### config.mk
export PLATFORM = sky130hd
export DESIGN_NAME = led_bank_arbiter
export DESIGN_NICKNAME = d
export VERILOG_FILES = /design/src/rtl/led_arb_pkg.sv /design/src/rtl/led_pwm_out.sv /design/src/rtl/led_bank_arbiter.sv
export SDC_FILE = /design/constraint.sdc
export NUM_CORES = 1
export LEC_CHECK = 0
export ABC_AREA = 1
export CAP_MARGIN = 10
export CELL_PAD_IN_SITES_DETAIL_PLACEMENT = 1
export CELL_PAD_IN_SITES_GLOBAL_PLACEMENT = 2
export CORE_MARGIN = 2
export CORE_UTILIZATION = 29
export DETAILED_ROUTE_END_ITERATION = 6
export HOLD_SLACK_MARGIN = 0.15
export PLACE_DENSITY_LB_ADDON = 0.15
export SLEW_MARGIN = 25
export SYNTH_ARGS = -nofsm -noshare
export SYNTH_HDL_FRONTEND = slang
export SYNTH_SLANG_ARGS = --single-unit
### constraint.sdc
create_clock -name clk_12mhz -period 3 [get_ports clk_12mhz]
set_input_delay 0.45 -clock clk_12mhz [delete_from_list [all_inputs] [get_ports clk_12mhz]]
set_output_delay 0.45 -clock clk_12mhz [all_outputs]
set_load 0.005 [all_outputs]
### src/rtl/led_arb_pkg.sv
// Shared types and constants for the LED bank arbiter.
package led_arb_pkg;

  typedef enum logic [1:0] {
    StIdle,
    StOwn,
    StBlank
  } arb_state_e;

  localparam logic [7:0]  LED_OFF  = 8'hFF;
  localparam int unsigned PWM_BITS = 3;
  localparam int unsigned OWNER_W  = 3;

  // Index of the lowest set bit (highest priority); 0 when nothing is set.
  function automatic logic [OWNER_W-1:0] prio_enc(input logic [7:0] vec);
    logic [OWNER_W-1:0] idx;
    idx = '0;
    for (int i = 7; i >= 0; i--) begin
      if (vec[i]) idx = OWNER_W'(i);
    end
    return idx;
  endfunction

endpackage

### src/rtl/led_pwm_out.sv
// PWM brightness generator and registered active-low LED pin driver.
module led_pwm_out
  import led_arb_pkg::*;
#(
  parameter int unsigned USEIOFF = 1
) (
  input  logic                i_clk,
  input  logic                i_rst_n,
  input  logic                i_active,
  input  logic [7:0]          i_pattern,
  input  logic [PWM_BITS-1:0] i_bright,
  output logic [7:0]          o_led
);

  logic [PWM_BITS-1:0] r_pwm_cnt;
  logic                w_duty;
  logic [7:0]          w_led_d;

  // Free-running PWM phase counter; wraps 7 -> 0 on its own.
  always_ff @(posedge i_clk or negedge i_rst_n) begin
    if (!i_rst_n) begin
      r_pwm_cnt <= '0;
    end else begin
      r_pwm_cnt <= r_pwm_cnt + PWM_BITS'(1);
    end
  end

  // Duty compare and pin value; bright 0 still lights one slot in eight.
  always_comb begin
    w_duty  = (r_pwm_cnt <= i_bright);
    w_led_d = i_active ? ~(i_pattern & {8{w_duty}}) : LED_OFF;
  end

  if (USEIOFF != 0) begin : gen_ioff
    (* syn_useioff = 1 *) logic [7:0] r_led;

    // Pin register packed into the I/O cell.
    always_ff @(posedge i_clk or negedge i_rst_n) begin
      if (!i_rst_n) begin
        r_led <= LED_OFF;
      end else begin
        r_led <= w_led_d;
      end
    end

    assign o_led = r_led;
  end else begin : gen_fabric
    (* syn_useioff = 0 *) logic [7:0] r_led;

    // Pin register kept in fabric.
    always_ff @(posedge i_clk or negedge i_rst_n) begin
      if (!i_rst_n) begin
        r_led <= LED_OFF;
      end else begin
        r_led <= w_led_d;
      end
    end

    assign o_led = r_led;
  end

endmodule

### src/rtl/led_bank_arbiter.sv
// Fixed-priority owner arbitration for the shared board LEDs, with a minimum
// hold before preemption and a dark gap between successive owners.
module led_bank_arbiter
  import led_arb_pkg::*;
#(
  parameter int unsigned NREQ         = 4,
  parameter int unsigned HOLD_CYCLES  = 3000000,
  parameter int unsigned BLANK_CYCLES = 12000,
  parameter int unsigned USEIOFF      = 1
) (
  input  logic                 clk_12mhz,
  input  logic                 rst_n,
  input  logic [NREQ-1:0]      req,
  input  logic [8*NREQ-1:0]    req_pattern,
  input  logic [3*NREQ-1:0]    req_bright,
  output logic [NREQ-1:0]      gnt,
  output logic [OWNER_W-1:0]   owner,
  output logic                 busy,
  output logic [7:0]           led
);

  if (NREQ < 2 || NREQ > 8) begin : gen_bad_nreq
    $error("led_bank_arbiter: NREQ must be in 2..8");
  end
  if (HOLD_CYCLES < 1) begin : gen_bad_hold
    $error("led_bank_arbiter: HOLD_CYCLES must be >= 1");
  end
  if (BLANK_CYCLES < 1) begin : gen_bad_blank
    $error("led_bank_arbiter: BLANK_CYCLES must be >= 1");
  end

  localparam int unsigned HoldW  = $clog2(HOLD_CYCLES + 1);
  localparam int unsigned BlankW = $clog2(BLANK_CYCLES + 1);
  localparam logic [HoldW-1:0]  HoldLoad  = HoldW'(HOLD_CYCLES - 1);
  localparam logic [BlankW-1:0] BlankLoad = BlankW'(BLANK_CYCLES - 1);

  arb_state_e          r_state, w_state_d;
  logic [HoldW-1:0]    r_hold;
  logic [BlankW-1:0]   r_blank;
  logic [NREQ-1:0]     r_gnt, w_gnt_d;
  logic [OWNER_W-1:0]  r_owner, w_owner_d;
  logic                r_busy, w_busy_d;

  logic [7:0]          w_req8;
  logic                w_any_req;
  logic                w_owner_req;
  logic                w_higher_req;
  logic                w_enter_own;
  logic                w_enter_blank;
  logic [7:0]          w_pat;
  logic [PWM_BITS-1:0] w_bright;

  // Decode requests relative to the current owner and pick its live pattern.
  always_comb begin
    w_req8       = '0;
    w_owner_req  = 1'b0;
    w_higher_req = 1'b0;
    w_pat        = '0;
    w_bright     = '0;
    for (int i = 0; i < NREQ; i++) begin
      w_req8[i] = req[i];
      if (r_owner == OWNER_W'(i)) begin
        w_owner_req = req[i];
        w_pat       = req_pattern[8*i +: 8];
        w_bright    = req_bright[3*i +: 3];
      end
      if (OWNER_W'(i) < r_owner) begin
        w_higher_req = w_higher_req | req[i];
      end
    end
    w_any_req = |req;
  end

  // FSM state register.
  always_ff @(posedge clk_12mhz or negedge rst_n) begin
    if (!rst_n) begin
      r_state <= StIdle;
    end else begin
      r_state <= w_state_d;
    end
  end

  // Next-state: release always wins; preemption only once the hold expires.
  always_comb begin
    w_state_d = r_state;
    unique case (r_state)
      StIdle: begin
        if (w_any_req) w_state_d = StOwn;
      end
      StOwn: begin
        if (!w_owner_req || (r_hold == '0 && w_higher_req)) w_state_d = StBlank;
      end
      StBlank: begin
        if (r_blank == '0) w_state_d = w_any_req ? StOwn : StIdle;
      end
      default: w_state_d = StIdle;
    endcase
  end

  assign w_enter_own   = (w_state_d == StOwn) && (r_state != StOwn);
  assign w_enter_blank = (w_state_d == StBlank) && (r_state != StBlank);

  // Hold and blank down-counters, loaded on state entry, saturating at zero.
  always_ff @(posedge clk_12mhz or negedge rst_n) begin
    if (!rst_n) begin
      r_hold  <= '0;
      r_blank <= '0;
    end else begin
      if (w_enter_own) begin
        r_hold <= HoldLoad;
      end else if (r_state == StOwn && r_hold != '0) begin
        r_hold <= r_hold - HoldW'(1);
      end
      if (w_enter_blank) begin
        r_blank <= BlankLoad;
      end else if (r_state == StBlank && r_blank != '0) begin
        r_blank <= r_blank - BlankW'(1);
      end
    end
  end

  // Output decode from the next state so gnt/owner/busy come straight off flops.
  always_comb begin
    w_owner_d = r_owner;
    if (w_enter_own) w_owner_d = prio_enc(w_req8);
    w_busy_d = (w_state_d == StOwn);
    w_gnt_d  = '0;
    for (int i = 0; i < NREQ; i++) begin
      w_gnt_d[i] = w_busy_d && (w_owner_d == OWNER_W'(i));
    end
  end

  // Registered grant outputs; owner holds its last value outside OWN.
  always_ff @(posedge clk_12mhz or negedge rst_n) begin
    if (!rst_n) begin
      r_gnt   <= '0;
      r_owner <= '0;
      r_busy  <= 1'b0;
    end else begin
      r_gnt   <= w_gnt_d;
      r_owner <= w_owner_d;
      r_busy  <= w_busy_d;
    end
  end

  led_pwm_out #(
    .USEIOFF (USEIOFF)
  ) u_pwm_out (
    .i_clk     (clk_12mhz),
    .i_rst_n   (rst_n),
    .i_active  (r_busy),
    .i_pattern (w_pat),
    .i_bright  (w_bright),
    .o_led     (led)
  );

  assign gnt   = r_gnt;
  assign owner = r_owner;
  assign busy  = r_busy;

endmodule

==> results of run 1 <==
state kept, by name, summed over array words and instances (netlist names):
register and count:
r_blank 14, u_pwm_out.o_led 8, r_state 2, r_hold 22, gnt 4, u_pwm_out.r_pwm_cnt 3
busy 1, owner 3
metal layers:
layer,part of all wire,vias up,global-route usage,wire (um)
met5,0,-,0,0
met4,0.013,0,0.06260,136
met3,0.023,10,0.03241,252
met2,0.50,30,0.3198,5426
met1,0.46,1683,0.2239,5028
li1,-,1715,-,-
timing repair:
action	CTS	global route
hold buffers	1	0
hold endpoints to repair	20	0
setup buffers	0	0
worst reg2reg max path: stages (launching register included):
cell and delay, ns:
sky130_fd_sc_hd__dfrtp_1 0.39, sky130_fd_sc_hd__inv_1 0.15, sky130_fd_sc_hd__ha_1 0.39, sky130_fd_sc_hd__nand2_1 0.15
sky130_fd_sc_hd__nor2_2 0.27, sky130_fd_sc_hd__nand3_1 0.13, sky130_fd_sc_hd__nand2_2 0.19, sky130_fd_sc_hd__nand2_4 0.26
sky130_fd_sc_hd__nand2_1 0.18, sky130_fd_sc_hd__o21ai_2 0.06
power groups by stage:
stage	registers (mW)	clock network (mW)	logic (mW)
finish	0.770	1.09	0.0902
global route	0.769	1.15	0.0992
CTS	0.770	1.11	0.0925
detailed placement	0.783	0	0.0914
global placement	0.783	0	0.0906
floorplan	0.783	0	0.00552
logic make-up (layout without fill, tap and decap cells):
group | count (synthesis) | in the layout
and+or+nand+nor | 291 | 291
xor gates and xnor gates | 7 | 7
AOI/OAI and AO/OA | 54 | 54
adders and majority gates | 6 | 6
buffers and inverters | 64 | 142
DFF | 57 | 57
layout make-up:
type	instances	area (um2)
Multi-Input combinational cell	358	1769
Inverter	53	198.9
Timing Repair Buffer	73	708.2
Sequential cell	57	1436
Clock buffer	10	229.0
Fill cell	1485	7253
Clock inverter	6	82.58
Tap cell	147	183.9
path summary, 6_finish.rpt:
path	start	cells past startpoint	end	slack [ns]
max in group asynchronous	rst_n	3	u_pwm_out.o_led[2]$_DFF_PN1_	1.65
hold / removal	u_pwm_out.r_pwm_cnt[0]$_DFF_PN0_	1	u_pwm_out.r_pwm_cnt[0]$_DFF_PN0_	0.48
min in group asynchronous	rst_n	2	owner[0]$_DFF_PN0_	0.62
hold reg to reg	u_pwm_out.r_pwm_cnt[0]$_DFF_PN0_	1	u_pwm_out.r_pwm_cnt[0]$_DFF_PN0_	0.48
setup reg to reg	r_hold[0]$_DFFE_PN0P_	9	r_hold[14]$_DFFE_PN0P_	0.71
setup / recovery	r_hold[0]$_DFFE_PN0P_	9	r_hold[14]$_DFFE_PN0P_	0.71
stage by stage:
step	std cells	worst slack, ns	util	total power [mW]
floorplan	479	0.6856	-	0.7887
global placement	687	0.6740	0.3614	0.8735
detailed placement	687	0.6671	0.3614	0.8744
CTS	704	0.6516	0.3885	1.975
global route	704	0.3888	0.3885	2.021
finish	704	0.7084	0.3885	1.946
layout by cell type (no fill, tap or decap), types with 2 or more instances in the layout:
cell	count
sky130_fd_sc_hd__nand2_1	126
sky130_fd_sc_hd__nor2_1	68
sky130_fd_sc_hd__nand3_1	67
sky130_fd_sc_hd__clkdlybuf4s50_1	64
sky130_fd_sc_hd__inv_1	51
sky130_fd_sc_hd__dfrtp_1	49
sky130_fd_sc_hd__o21ai_0	18
sky130_fd_sc_hd__nand4_1	14
sky130_fd_sc_hd__o21ai_2	14
sky130_fd_sc_hd__o211ai_1	9
sky130_fd_sc_hd__clkbuf_16	9
sky130_fd_sc_hd__dfstp_2	8
sky130_fd_sc_hd__buf_4	7
sky130_fd_sc_hd__ha_1	6
sky130_fd_sc_hd__xor2_1	5
sky130_fd_sc_hd__nor2_2	4
sky130_fd_sc_hd__nand2_2	4
sky130_fd_sc_hd__a21oi_1	4
sky130_fd_sc_hd__nand2_4	3
sky130_fd_sc_hd__nand3b_1	3
sky130_fd_sc_hd__clkinv_2	3
sky130_fd_sc_hd__a31oi_1	2
sky130_fd_sc_hd__a221oi_1	2
sky130_fd_sc_hd__xnor2_1	2
sky130_fd_sc_hd__bufinv_16	2
==> results.txt, run 1 <==
----------------------------------------------------
[Run status]
  Result of the run ... finished, final reports clean

[Cells and area]
  Number of antenna repair diodes ... 0
  Proportion of layout cells with a drive suffix above 1 ... 0.1023
  Post-Layout Inst Area ... between 4000 and 5000 um2
  Layout Area Growth over Synthesis ... 32.43%
  # nets final ... slightly above 600

[Pwr]
  Areal power density over the cells ... ~420 nW/um2
  Internal power summed over all cells ... about 1.6 mW
  Part of the total power dissipated in sequential elements ... 0.396
  Clk network pwr share ... 0.558
  Net switching power figure ... ~0.4 mW
  Leakage power total ... slightly above 2 nW
  Net switching share of the total power ... 0.2029
  Largest voltage drop on the vdd net ... ~0.23 mV
  Comb pwr share ... 0.046

[Worst setup path]
  Slowest stage delay, CP ... between 0.3 and 0.4 ns
  Top delay family on crit path ... simple AND/OR/NAND/NOR gates
  Crit Path Max Fanout ... 25
  Critical Path Most Common Cell ... sky130_fd_sc_hd__nand2_1
  Max stage delay cell, worst path ... sky130_fd_sc_hd__dfrtp_1
  Worst path bufs/invs ... 1
  Setup crit end kind ... register
  Critical path startpoint category ... register
  Critical Path AT ... between 2 and 3 ns
  Crit-path cells ... inv_1 -> ha_1 -> nand2_1 -> nor2_2 -> nand3_1 -> nand2_2 -> nand2_4 -> nand2_1 -> o21ai_2
  Path type of the worst setup path ... reg2reg
  Required time of the critical path ... about 3.2 ns

[Route]
  Total wirelength of the detailed-routed design ... 10.84 mm
  DRC marker count from the first detailed-route iteration ... approximately 130
  Residual DRC ... 0
  Iteration count of the initial detailed-routing pass ... 4
  Drt wl/cell ... 15.40 um
  ANT nets after route ... 0
  Post-DR vias/cell ... about 4.9
  Number of vias after detailed routing ... 3,438

[Clocking]
  Clock-pin slew reported for the worst setup and hold paths after clock tree synthesis ... ~0.050 ns
  Clock tree from TritonCTS ... done
  Clock buffer depth ... 2
  Clock sink count ... 57
  Maximum level of the CTS H-tree ... 3
  Inserted Clock Buffers ... 9
  Master cell of the clock root buffer ... sky130_fd_sc_hd__clkbuf_16
  Clk_lat worst skew ... 0.33 ns
  # resized after CTS ... 0

[Place]
  Count of input and output buffers ... between 60 and 70
  Placed instance area ... about 4300 um2
  HPWL reported at the end of detailed placement ... approximately 8.3 mm
  Global placer's final weighted congestion ... around 0.78

[Floorplan]
  Die height ... approximately 110 um
  Initial standard-cell utilization of the core ... 0.2934
  # IOs ... 66
  Die Span X ... between 100 and 150 um
  Core ar. ... approximately 12,000 um2
  Total die area ... ~13,000 um2
  Standard-cell rows ... 40

[Synthesis]
  Area fraction of the dominant cell type after synthesis ... 0.3524
  Register area share after synthesis ... 0.4128
  Adder-cell share of the synthesized area ... 0.02157
  Count of yosys warnings during synthesis ... 0
  Synthesized instance count ... ~480
  Top cells by count, synth ... 126 x sky130_fd_sc_hd__nand2_1, 68 x sky130_fd_sc_hd__nor2_1, 67 x sky130_fd_sc_hd__nand3_1
  Number of enable-type register cells in the synthesized netlist ... 0
  Post-synthesis async set-or-reset flop share ... 1.000
  Area share of xor/xnor cells in the synthesized design ... 0.01762
  Synth Register Bits ... 57
  Cell taking the most area after synthesis ... sky130_fd_sc_hd__dfrtp_1
  Most numerous cell in the Yosys netlist ... sky130_fd_sc_hd__nand2_1
  Dominant combinational cell family by area after synthesis ... simple AND/OR/NAND/NOR gates
  Number of nets in the synthesized netlist ... about 540
  Post-synthesis simple-gate area fraction ... 0.3646
  Compound-cell area share of the yosys netlist ... 0.1046
  Dominant synthesized flop cell ... sky130_fd_sc_hd__dfrtp_1
  Biggest area contributors in the synthesized netlist ... sky130_fd_sc_hd__dfrtp_1 35%, sky130_fd_sc_hd__nand2_1 14%, sky130_fd_sc_hd__nand3_1 9.6%
  Number of distinct library cells after synthesis ... 33
  Area of the mapped netlist ... approximately 3500 um2
  Multiplexer fraction of the synthesized cell area ... 0
  Avg Synthesized Cell Area ... a little over 7 um2

[Global routing]
  Total routing resource utilization after global routing ... 0.1816
  Global-route wire length before repair ... 18.57 mm
  Pin count of the biggest net entering global routing ... 26
  Number of antenna violations at the first check in global routing ... 0
  Grt ovf ... 0
  Vias in the first global route ... ~3,700

[Timing]
  Worst hold slack ... between 0.4 and 0.5 ns
  Clock skew after layout ... approximately 0.0075 ns
  Worst slew margin relative to its limit ... 0.6583
  Max Clock Freq ... approximately 440 MHz
  RSZ-0062 raised after global routing ... false
  Total count of hold-check failures in the final report ... 0
  Setup violators final ... 0
  Post-route setup TNS ... 0 ns
  Post-layout min period ... 2.292 ns
  Number of max-slew violations in the final report ... 0
  Slew @ Worst Pin ... ~0.51 ns
  Share of the cycle needed by the critical path after routing ... 0.7639

[Hold path]
  Worst min path class ... reg2reg

[Job]
  Number of max-capacitance violations reported ... 0

----------------------------------------------------
No activity file was read; power rests on OpenSTA's default activity.
==> run 2, diff against run 1 <==
clock period = 2.26 ns   (was 3 ns; I/O delays follow)
==> results.txt, run 2 (synthesis gave the netlist of run 1 again) <==
----------------------------------------------------
[Run status]
  Result of the run ... finished, final reports clean (unchanged)

[Timing]
  Slew @ Worst Pin ... 0.3438 ns (was 0.5126 ns)
  Number of max-slew violations in the final report ... 0 (unchanged)
  Worst slew margin relative to its limit ... 0.7708 (was 0.6583)
  RSZ-0062 raised after global routing ... false (unchanged)
  Share of the cycle needed by the critical path after routing ... 0.9160 (was 0.7639)
  Post-layout min period ... 2.070 ns (was 2.292 ns)
  Max Clock Freq ... 483.0 MHz (was 436.4 MHz)
  Post-route setup TNS ... 0 ns (unchanged)
  Clock skew after layout ... 0.009432 ns (was 0.007520 ns)
  Worst hold slack ... 0.4579 ns (was 0.4758 ns)
  Final Worst Setup Slack ... 0.1898 ns (was 0.7084 ns)
  Total count of hold-check failures in the final report ... 0 (unchanged)
  Setup violators final ... 0 (unchanged)

[Place]
  Global placer's final weighted congestion ... 0.7394 (was 0.7836)
  Number of placed instances, taps included ... 698 (was 687)
  Pre-CTS worst setup slack ... 0.1528 ns (was 0.6671 ns)
  Placed instance area ... 4398 um2 (was 4287 um2)
  Count of input and output buffers ... 65 (unchanged)
  HPWL reported at the end of detailed placement ... 8.815 mm (was 8.323 mm)

[Global routing]
  Total routing resource utilization after global routing ... 0.1919 (was 0.1816)
  Vias in the first global route ... 3,834 (was 3,730)
  Global-route wire length before repair ... 19.20 mm (was 18.57 mm)
  Grt ovf ... 0 (unchanged)
  Pin count of the biggest net entering global routing ... 58 (was 26)
  Number of antenna violations at the first check in global routing ... 0 (unchanged)

[Worst setup path]
  Required time of the critical path ... 2.51 ns (was 3.20 ns)
  Crit Path Max Fanout ... 9 (was 25)
  Startpoint of the lowest-slack register-to-register path ... owner[0]$_DFF_PN0_ (was r_hold[0]$_DFFE_PN0P_)
  Critical path startpoint category ... register (unchanged)
  Path type of the worst setup path ... reg2reg (unchanged)
  R2R Setup Slk ... 0.19 ns (was 0.71 ns)
  Setup crit end kind ... register (unchanged)
  Critical R2R Capture ... u_pwm_out.o_led[5]$_DFF_PN1_ (was r_hold[14]$_DFFE_PN0P_)
  Critical Path AT ... 2.32 ns (was 2.50 ns)
  Cells on worst reg2reg path ... 11 (was 9)

[Clocking]
  Clk_lat worst skew ... 0.34 ns (was 0.33 ns)
  Clock-pin slew reported for the worst setup and hold paths after clock tree synthesis ... 0.05 ns (about the same)
  Inserted Clock Buffers ... 9 (unchanged)
  Clock buffer depth ... 2 (unchanged)
  Clock tree from TritonCTS ... done (unchanged)
  Clock sink count ... 57 (unchanged)
  Maximum level of the CTS H-tree ... 3 (unchanged)
  Master cell of the clock root buffer ... sky130_fd_sc_hd__clkbuf_16 (unchanged)

[Route]
  Number of vias after detailed routing ... 3,476 (was 3,438)
  Residual DRC ... 0 (unchanged)
  Iteration count of the initial detailed-routing pass ... 4 (unchanged)
  ANT nets after route ... 0 (unchanged)
  DRC marker count from the first detailed-route iteration ... 93 (was 133)
  Total wirelength of the detailed-routed design ... 11.39 mm (was 10.84 mm)
  Post-DR vias/cell ... 4.855 (was 4.884)
  Drt wl/cell ... 15.91 um (was 15.40 um)

[Cells and area]
  Cell Count, Final, Fillers Out ... 716 (was 704)
  Leading cell type in the layout, fill and taps excluded ... sky130_fd_sc_hd__nand2_1 (unchanged)
  Final core utilization ... 0.4021 (was 0.3885)
  Number of antenna repair diodes ... 0 (unchanged)
  # nets final ... 620 (was 608)
  Proportion of layout cells with a drive suffix above 1 ... 0.1318 (was 0.1023)
  # fillers ... 1,473 (was 1,485)
  Layout Area Growth over Synthesis ... 37.07% (was 32.43%)
  Register name with the most flops ... r_hold (unchanged)
  Post-Layout Inst Area ... 4770 um2 (was 4608 um2)
  Most frequent cells in the layout ... 125 x sky130_fd_sc_hd__nand2_1, 67 x sky130_fd_sc_hd__nand3_1, 66 x sky130_fd_sc_hd__nor2_1, 64 x sky130_fd_sc_hd__clkdlybuf4s50_1, 51 x sky130_fd_sc_hd__inv_1 (was 126 x sky130_fd_sc_hd__nand2_1, 68 x sky130_fd_sc_hd__nor2_1, 67 x sky130_fd_sc_hd__nand3_1, 64 x sky130_fd_sc_hd__clkdlybuf4s50_1, 51 x sky130_fd_sc_hd__inv_1)
  Max reg flops ... 22 (unchanged)

[Floorplan]
  Initial standard-cell utilization of the core ... 0.2934 (unchanged)
  # IOs ... 66 (unchanged)
  Die height ... 113.5 um (unchanged)
  Standard-cell rows ... 40 (unchanged)
  Core ar. ... 11,860 um2 (unchanged)
  Total die area ... 12,890 um2 (unchanged)
  Die Span X ... 113.5 um (unchanged)

[Pwr]
  Post-layout total power ... 2.672 mW (was 1.946 mW)
  Part of the total power dissipated in sequential elements ... 0.383 (was 0.396)
  Net switching power figure ... 0.5483 mW (was 0.3949 mW)
  Comb pwr share ... 0.047 (was 0.046)
  Areal power density over the cells ... 560.2 nW/um2 (was 422.3 nW/um2)
  Leakage power total ... 2.125 nW (was 2.045 nW)
  Clk network pwr share ... 0.571 (was 0.558)
  Net switching share of the total power ... 0.2052 (was 0.2029)
  Largest voltage drop on the vdd net ... 0.5492 mV (was 0.2283 mV)
  Internal power summed over all cells ... 2.124 mW (was 1.551 mW)

[Hold path]
  Hold Path Cell Cnt ... 1 (unchanged)
  Worst min path class ... reg2reg (unchanged)
  Hold endpoint ... u_pwm_out.r_pwm_cnt[0]$_DFF_PN0_ (unchanged)
  Worst Min Path Start ... u_pwm_out.r_pwm_cnt[0]$_DFF_PN0_ (unchanged)

[Job]
  Number of max-capacitance violations reported ... 0 (unchanged)

----------------------------------------------------
## run 2: worst max path at each step
| stage | start | to | slack (ns) | cells after the start |
|---|---|---|---|---|
| after global placement | req_bright[2] | u_pwm_out.o_led[4]$_DFF_PN1_ | 0.18 | 10 |
| after detailed placement | req_bright[2] | u_pwm_out.o_led[0]$_DFF_PN1_ | 0.15 | 10 |
| after CTS | r_hold[0]$_DFFE_PN0P_ | r_hold[2]$_DFFE_PN0P_ | 0.16 | 10 |
| final | owner[0]$_DFF_PN0_ | u_pwm_out.o_led[5]$_DFF_PN1_ | 0.19 | 11 |
| after floorplan | owner[1]$_DFF_PN0_ | u_pwm_out.o_led[0]$_DFF_PN1_ | 0.05 | 12 |
| after global routing | owner[0]$_DFF_PN0_ | u_pwm_out.o_led[0]$_DFF_PN1_ | 0.01 | 11 |
## run 2: critical path: stages (launching register included)
cell	delay [ns]
sky130_fd_sc_hd__dfrtp_1	0.41
sky130_fd_sc_hd__inv_1	0.12
sky130_fd_sc_hd__buf_4	0.19
sky130_fd_sc_hd__nand3_1	0.08
sky130_fd_sc_hd__nand2_1	0.06
sky130_fd_sc_hd__a221oi_1	0.21
sky130_fd_sc_hd__ha_1	0.30
sky130_fd_sc_hd__a21oi_1	0.14
sky130_fd_sc_hd__nand2_1	0.07
sky130_fd_sc_hd__a21boi_2	0.11
sky130_fd_sc_hd__buf_4	0.18
sky130_fd_sc_hd__o211ai_1	0.11
## run 2: area by class of cell
class	instances	area, um2	share of cell area
clock buffer	11	252.7	0.05299
clock inverter	5	77.57	0.01626
inverter	53	198.9	0.04171
multi-input combinational	358	1797	0.3767
sequential	57	1436	0.3012
tap	147	183.9	0.03856
timing repair buffer	85	823.3	0.1726
## run 2: timing repair
action / in CTS / in global routing
setup endpoints to repair: 0 / 12
endpoints found under the hold margin: 49 / 0
hold buffers: 1 / 0
resized for setup: 0 / 6
setup buffers: 0 / 1
## run 2: power by group through the flow
stage	sequential, mW	combinational, mW	clock [mW]
floorplan	1.04	0.00732	0
global placement	1.04	0.124	0
detailed placement	1.04	0.126	0
CTS	1.02	0.128	1.56
global route	1.02	0.136	1.59
finish	1.02	0.125	1.52
## run 2: routing by layer
| layer | global-route usage | routed length, um | vias to the layer above | share of wire |
|---|---|---|---|---|
| met5 | 0 | 0 | - | 0 |
| met4 | 0.07154 | 208 | 0 | 0.018 |
| met3 | 0.03135 | 223 | 16 | 0.020 |
| met2 | 0.3473 | 5914 | 29 | 0.52 |
| met1 | 0.2287 | 5042 | 1700 | 0.44 |
| li1 | - | - | 1731 | - |
==> run 3, diff against run 2 <==
--- a/config.mk
+++ b/config.mk
@@ -16,2 +16,3 @@
 export PLACE_DENSITY_LB_ADDON = 0.15
+export RECOVER_POWER = 50
 export SLEW_MARGIN = 25
==> constraint.sdc (replaced) <==
create_clock -name clk_12mhz -period 2.26 [get_ports clk_12mhz]
set_input_delay 0.452 -clock clk_12mhz [delete_from_list [all_inputs] [get_ports clk_12mhz]]
set_output_delay 0.452 -clock clk_12mhz [all_outputs]
set_load 0.005 [all_outputs]
==> results.txt, run 3 (synthesis gave the netlist of run 1 again) <==
----------------------------------------------------
[Global routing]
  Pin count of the biggest net entering global routing ... 29 (was 58)
  Grt ovf ... 0 (unchanged)
  Global-route wire length before repair ... 18.66 mm (was 19.20 mm)
  Vias in the first global route ... 3,655 (was 3,834)
  Total routing resource utilization after global routing ... 0.1851 (was 0.1919)
  Number of antenna violations at the first check in global routing ... 0 (unchanged)

[Cells and area]
  Post-Layout Inst Area ... 4718 um2 (was 4770 um2)
  Number of antenna repair diodes ... 0 (unchanged)
  Layout Area Growth over Synthesis ... 35.60% (was 37.07%)
  Leading cell type in the layout, fill and taps excluded ... sky130_fd_sc_hd__nand2_1 (unchanged)
  Proportion of layout cells with a drive suffix above 1 ... 0.1252 (was 0.1318)
  Most frequent cells in the layout ... 126 x sky130_fd_sc_hd__nand2_1, 67 x sky130_fd_sc_hd__nor2_1, 67 x sky130_fd_sc_hd__nand3_1, 60 x sky130_fd_sc_hd__clkdlybuf4s50_1, 49 x sky130_fd_sc_hd__inv_1 (was 125 x sky130_fd_sc_hd__nand2_1, 67 x sky130_fd_sc_hd__nand3_1, 66 x sky130_fd_sc_hd__nor2_1, 64 x sky130_fd_sc_hd__clkdlybuf4s50_1, 51 x sky130_fd_sc_hd__inv_1)
  Max reg flops ... 22 (unchanged)
  # nets final ... 619 (was 620)
  # fillers ... 1,467 (was 1,473)
  Register name with the most flops ... r_hold (unchanged)
  Final core utilization ... 0.3978 (was 0.4021)

[Place]
  Placed instance area ... 4398 um2 (unchanged)
  HPWL reported at the end of detailed placement ... 8.658 mm (was 8.815 mm)
  Global placer's final weighted congestion ... 0.7558 (was 0.7394)
  Count of input and output buffers ... 65 (unchanged)
  Pre-CTS worst setup slack ... -0.01293 ns (was 0.1528 ns)

[Pwr]
  Net switching power figure ... 0.5156 mW (was 0.5483 mW)
  Largest voltage drop on the vdd net ... 0.3335 mV (was 0.5492 mV)
  Leakage power total ... 2.115 nW (was 2.125 nW)
  Part of the total power dissipated in sequential elements ... 0.393 (was 0.383)
  Net switching share of the total power ... 0.1981 (was 0.2052)
  Comb pwr share ... 0.046 (was 0.047)
  Clk network pwr share ... 0.561 (was 0.571)
  Internal power summed over all cells ... 2.087 mW (was 2.124 mW)
  Areal power density over the cells ... 551.6 nW/um2 (was 560.2 nW/um2)

[Timing]
  Final Worst Setup Slack ... 0.1815 ns (was 0.1898 ns)
  Post-route setup TNS ... 0 ns (unchanged)
  Post-layout min period ... 2.078 ns (was 2.070 ns)
  RSZ-0062 raised after global routing ... false (unchanged)
  Total count of hold-check failures in the final report ... 0 (unchanged)
  Setup violators final ... 0 (unchanged)
  Number of max-slew violations in the final report ... 0 (unchanged)
  Max Clock Freq ... 481.1 MHz (was 483.0 MHz)
  Worst hold slack ... 0.4471 ns (was 0.4579 ns)
  Slew @ Worst Pin ... 0.7314 ns (was 0.3438 ns)
  Clock skew after layout ... 0.007144 ns (was 0.009432 ns)
  Worst slew margin relative to its limit ... 0.5124 (was 0.7708)
  Share of the cycle needed by the critical path after routing ... 0.9197 (was 0.9160)

[Route]
  Post-DR vias/cell ... 4.846 (was 4.855)
  Total wirelength of the detailed-routed design ... 11.08 mm (was 11.39 mm)
  Drt wl/cell ... 15.51 um (was 15.91 um)
  Number of vias after detailed routing ... 3,460 (was 3,476)
  ANT nets after route ... 0 (unchanged)
  DRC marker count from the first detailed-route iteration ... 154 (was 93)
  Residual DRC ... 0 (unchanged)
  Iteration count of the initial detailed-routing pass ... 4 (unchanged)

[Worst setup path]
  Cells on worst reg2reg path ... 11 (unchanged)
  Setup crit end kind ... register (unchanged)
  Number of cells on the critical path ... 11 (unchanged)
  Setup crit start ... owner[0]$_DFF_PN0_ (unchanged)
  Crit-path cells ... inv_2 -> buf_4 -> nand3_1 -> nand2_1 -> a221oi_1 -> ha_1 -> a21oi_1 -> nand2_1 -> a21boi_2 -> buf_4 -> o211ai_1 (was inv_1 -> buf_4 -> nand3_1 -> nand2_1 -> a221oi_1 -> ha_1 -> a21oi_1 -> nand2_1 -> a21boi_2 -> buf_4 -> o211ai_1)
  Critical path startpoint category ... register (unchanged)
  Slowest stage delay, CP ... 0.40 ns (was 0.41 ns)
  Startpoint of the lowest-slack register-to-register path ... owner[0]$_DFF_PN0_ (unchanged)
  Top delay family on crit path ... compound AO/OA/AOI/OAI gates (unchanged)
  Worst path bufs/invs ... 3 (unchanged)
  R2R Setup Slk ... 0.18 ns (was 0.19 ns)
  Max stage delay cell, worst path ... sky130_fd_sc_hd__dfrtp_1 (unchanged)
  Crit Path Max Fanout ... 10 (was 9)
  Path type of the worst setup path ... reg2reg (unchanged)
  Critical Path AT ... 2.33 ns (was 2.32 ns)
  Required time of the critical path ... 2.51 ns (about the same)

[Hold path]
  Worst Min Path Start ... u_pwm_out.r_pwm_cnt[0]$_DFF_PN0_ (unchanged)
  Worst min path class ... reg2reg (unchanged)
  Hold Path Cell Cnt ... 1 (unchanged)

[Clocking]
  Inserted Clock Buffers ... 9 (unchanged)
  Clk_lat worst skew ... 0.34 ns (about the same)
  Clock buffer depth ... 2 (unchanged)
  Master cell of the clock root buffer ... sky130_fd_sc_hd__clkbuf_16 (unchanged)
  Clock-pin slew reported for the worst setup and hold paths after clock tree synthesis ... 0.05 ns (about the same)
  Clock tree from TritonCTS ... done (unchanged)
  Maximum level of the CTS H-tree ... 3 (unchanged)
  Clock sink count ... 57 (unchanged)

[Floorplan]
  Total die area ... 12,890 um2 (unchanged)
  Standard-cell rows ... 40 (unchanged)
  Die height ... 113.5 um (unchanged)
  Core ar. ... 11,860 um2 (unchanged)
  # IOs ... 66 (unchanged)
  Initial standard-cell utilization of the core ... 0.2934 (unchanged)
  Die Span X ... 113.5 um (unchanged)

[Run status]
  Result of the run ... finished, final reports clean (unchanged)

[Job]
  Number of max-capacitance violations reported ... 0 (unchanged)

----------------------------------------------------
==> run 3: changes by cell type in the layout (fill, tap and decap cells not counted), moves of 3 or more <==
cell | before | now
sky130_fd_sc_hd__clkbuf_1 | 0 | 3
sky130_fd_sc_hd__buf_4 | 17 | 14
sky130_fd_sc_hd__dlygate4sd3_1 | 1 | 5
sky130_fd_sc_hd__clkdlybuf4s50_1 | 64 | 60
==> run 3: power groups by stage <==
stage | clock, mW | sequential (mW) | combinational [mW]
after global placement | 0 | 1.04 | 0.121
final | 1.46 | 1.02 | 0.119
after floorplan | 0 | 1.04 | 0.00732
after CTS | 1.51 | 1.02 | 0.124
after global routing | 1.54 | 1.02 | 0.131
after detailed placement | 0 | 1.04 | 0.123
==> run 3: path summary, 6_finish.rpt <==
path                                                    end
max in group asynchronous                owner[1]$_DFF_PN0_
hold / removal             u_pwm_out.r_pwm_cnt[0]$_DFF_PN0_
min in group asynchronous                owner[0]$_DFF_PN0_
setup / recovery               u_pwm_out.o_led[5]$_DFF_PN1_
hold reg to reg            u_pwm_out.r_pwm_cnt[0]$_DFF_PN0_
setup reg to reg               u_pwm_out.o_led[5]$_DFF_PN1_
==> run 3: repair_timing <==
action                                  in CTS  in global routing
endpoints found under the hold margin        4                  0
gates resized for setup                      0                  5
setup buffers                                0                  0
endpoints found under the setup margin       0                  8
hold buffers                                 1                  0
==> run 3: metrics by stage <==
stage | cells | power, mW
2_1_floorplan | 479 | 1.047
6_report | 714 | 2.603
4_1_cts | 714 | 2.656
5_1_grt | 714 | 2.688
3_3_place_gp | 698 | 1.161
3_5_place_dp | 698 | 1.162
==> run 3: routing by layer <==
metal / part of all wire / vias to the layer above / track usage / routed length [um]
li1: - / 1731 / - / -
met1: 0.46 / 1684 / 0.2365 / 5126
met2: 0.50 / 33 / 0.3174 / 5513
met3: 0.022 / 12 / 0.02816 / 249
met4: 0.017 / 0 / 0.06911 / 187
met5: 0 / - / 0 / 0
==> run 3: worst register-to-register path, cell delays in order, from the launching register on <==
cell                       delay [ns]
sky130_fd_sc_hd__dfrtp_1         0.40
sky130_fd_sc_hd__inv_2           0.09
sky130_fd_sc_hd__buf_4           0.19
sky130_fd_sc_hd__nand3_1         0.09
sky130_fd_sc_hd__nand2_1         0.05
sky130_fd_sc_hd__a221oi_1        0.23
sky130_fd_sc_hd__ha_1            0.31
sky130_fd_sc_hd__a21oi_1         0.14
sky130_fd_sc_hd__nand2_1         0.08
sky130_fd_sc_hd__a21boi_2        0.16
sky130_fd_sc_hd__buf_4           0.17
sky130_fd_sc_hd__o211ai_1        0.09
==> run 3: cell type report <==
cell class	instances	area (um2)	area share
sequential	57	1439	0.3050
clock buffer	12	246.5	0.05224
timing repair buffer	84	809.5	0.1716
multi-input combinational	358	1775	0.3763
inverter	53	198.9	0.04216
clock inverter	3	65.06	0.01379
tap	147	183.9	0.03898
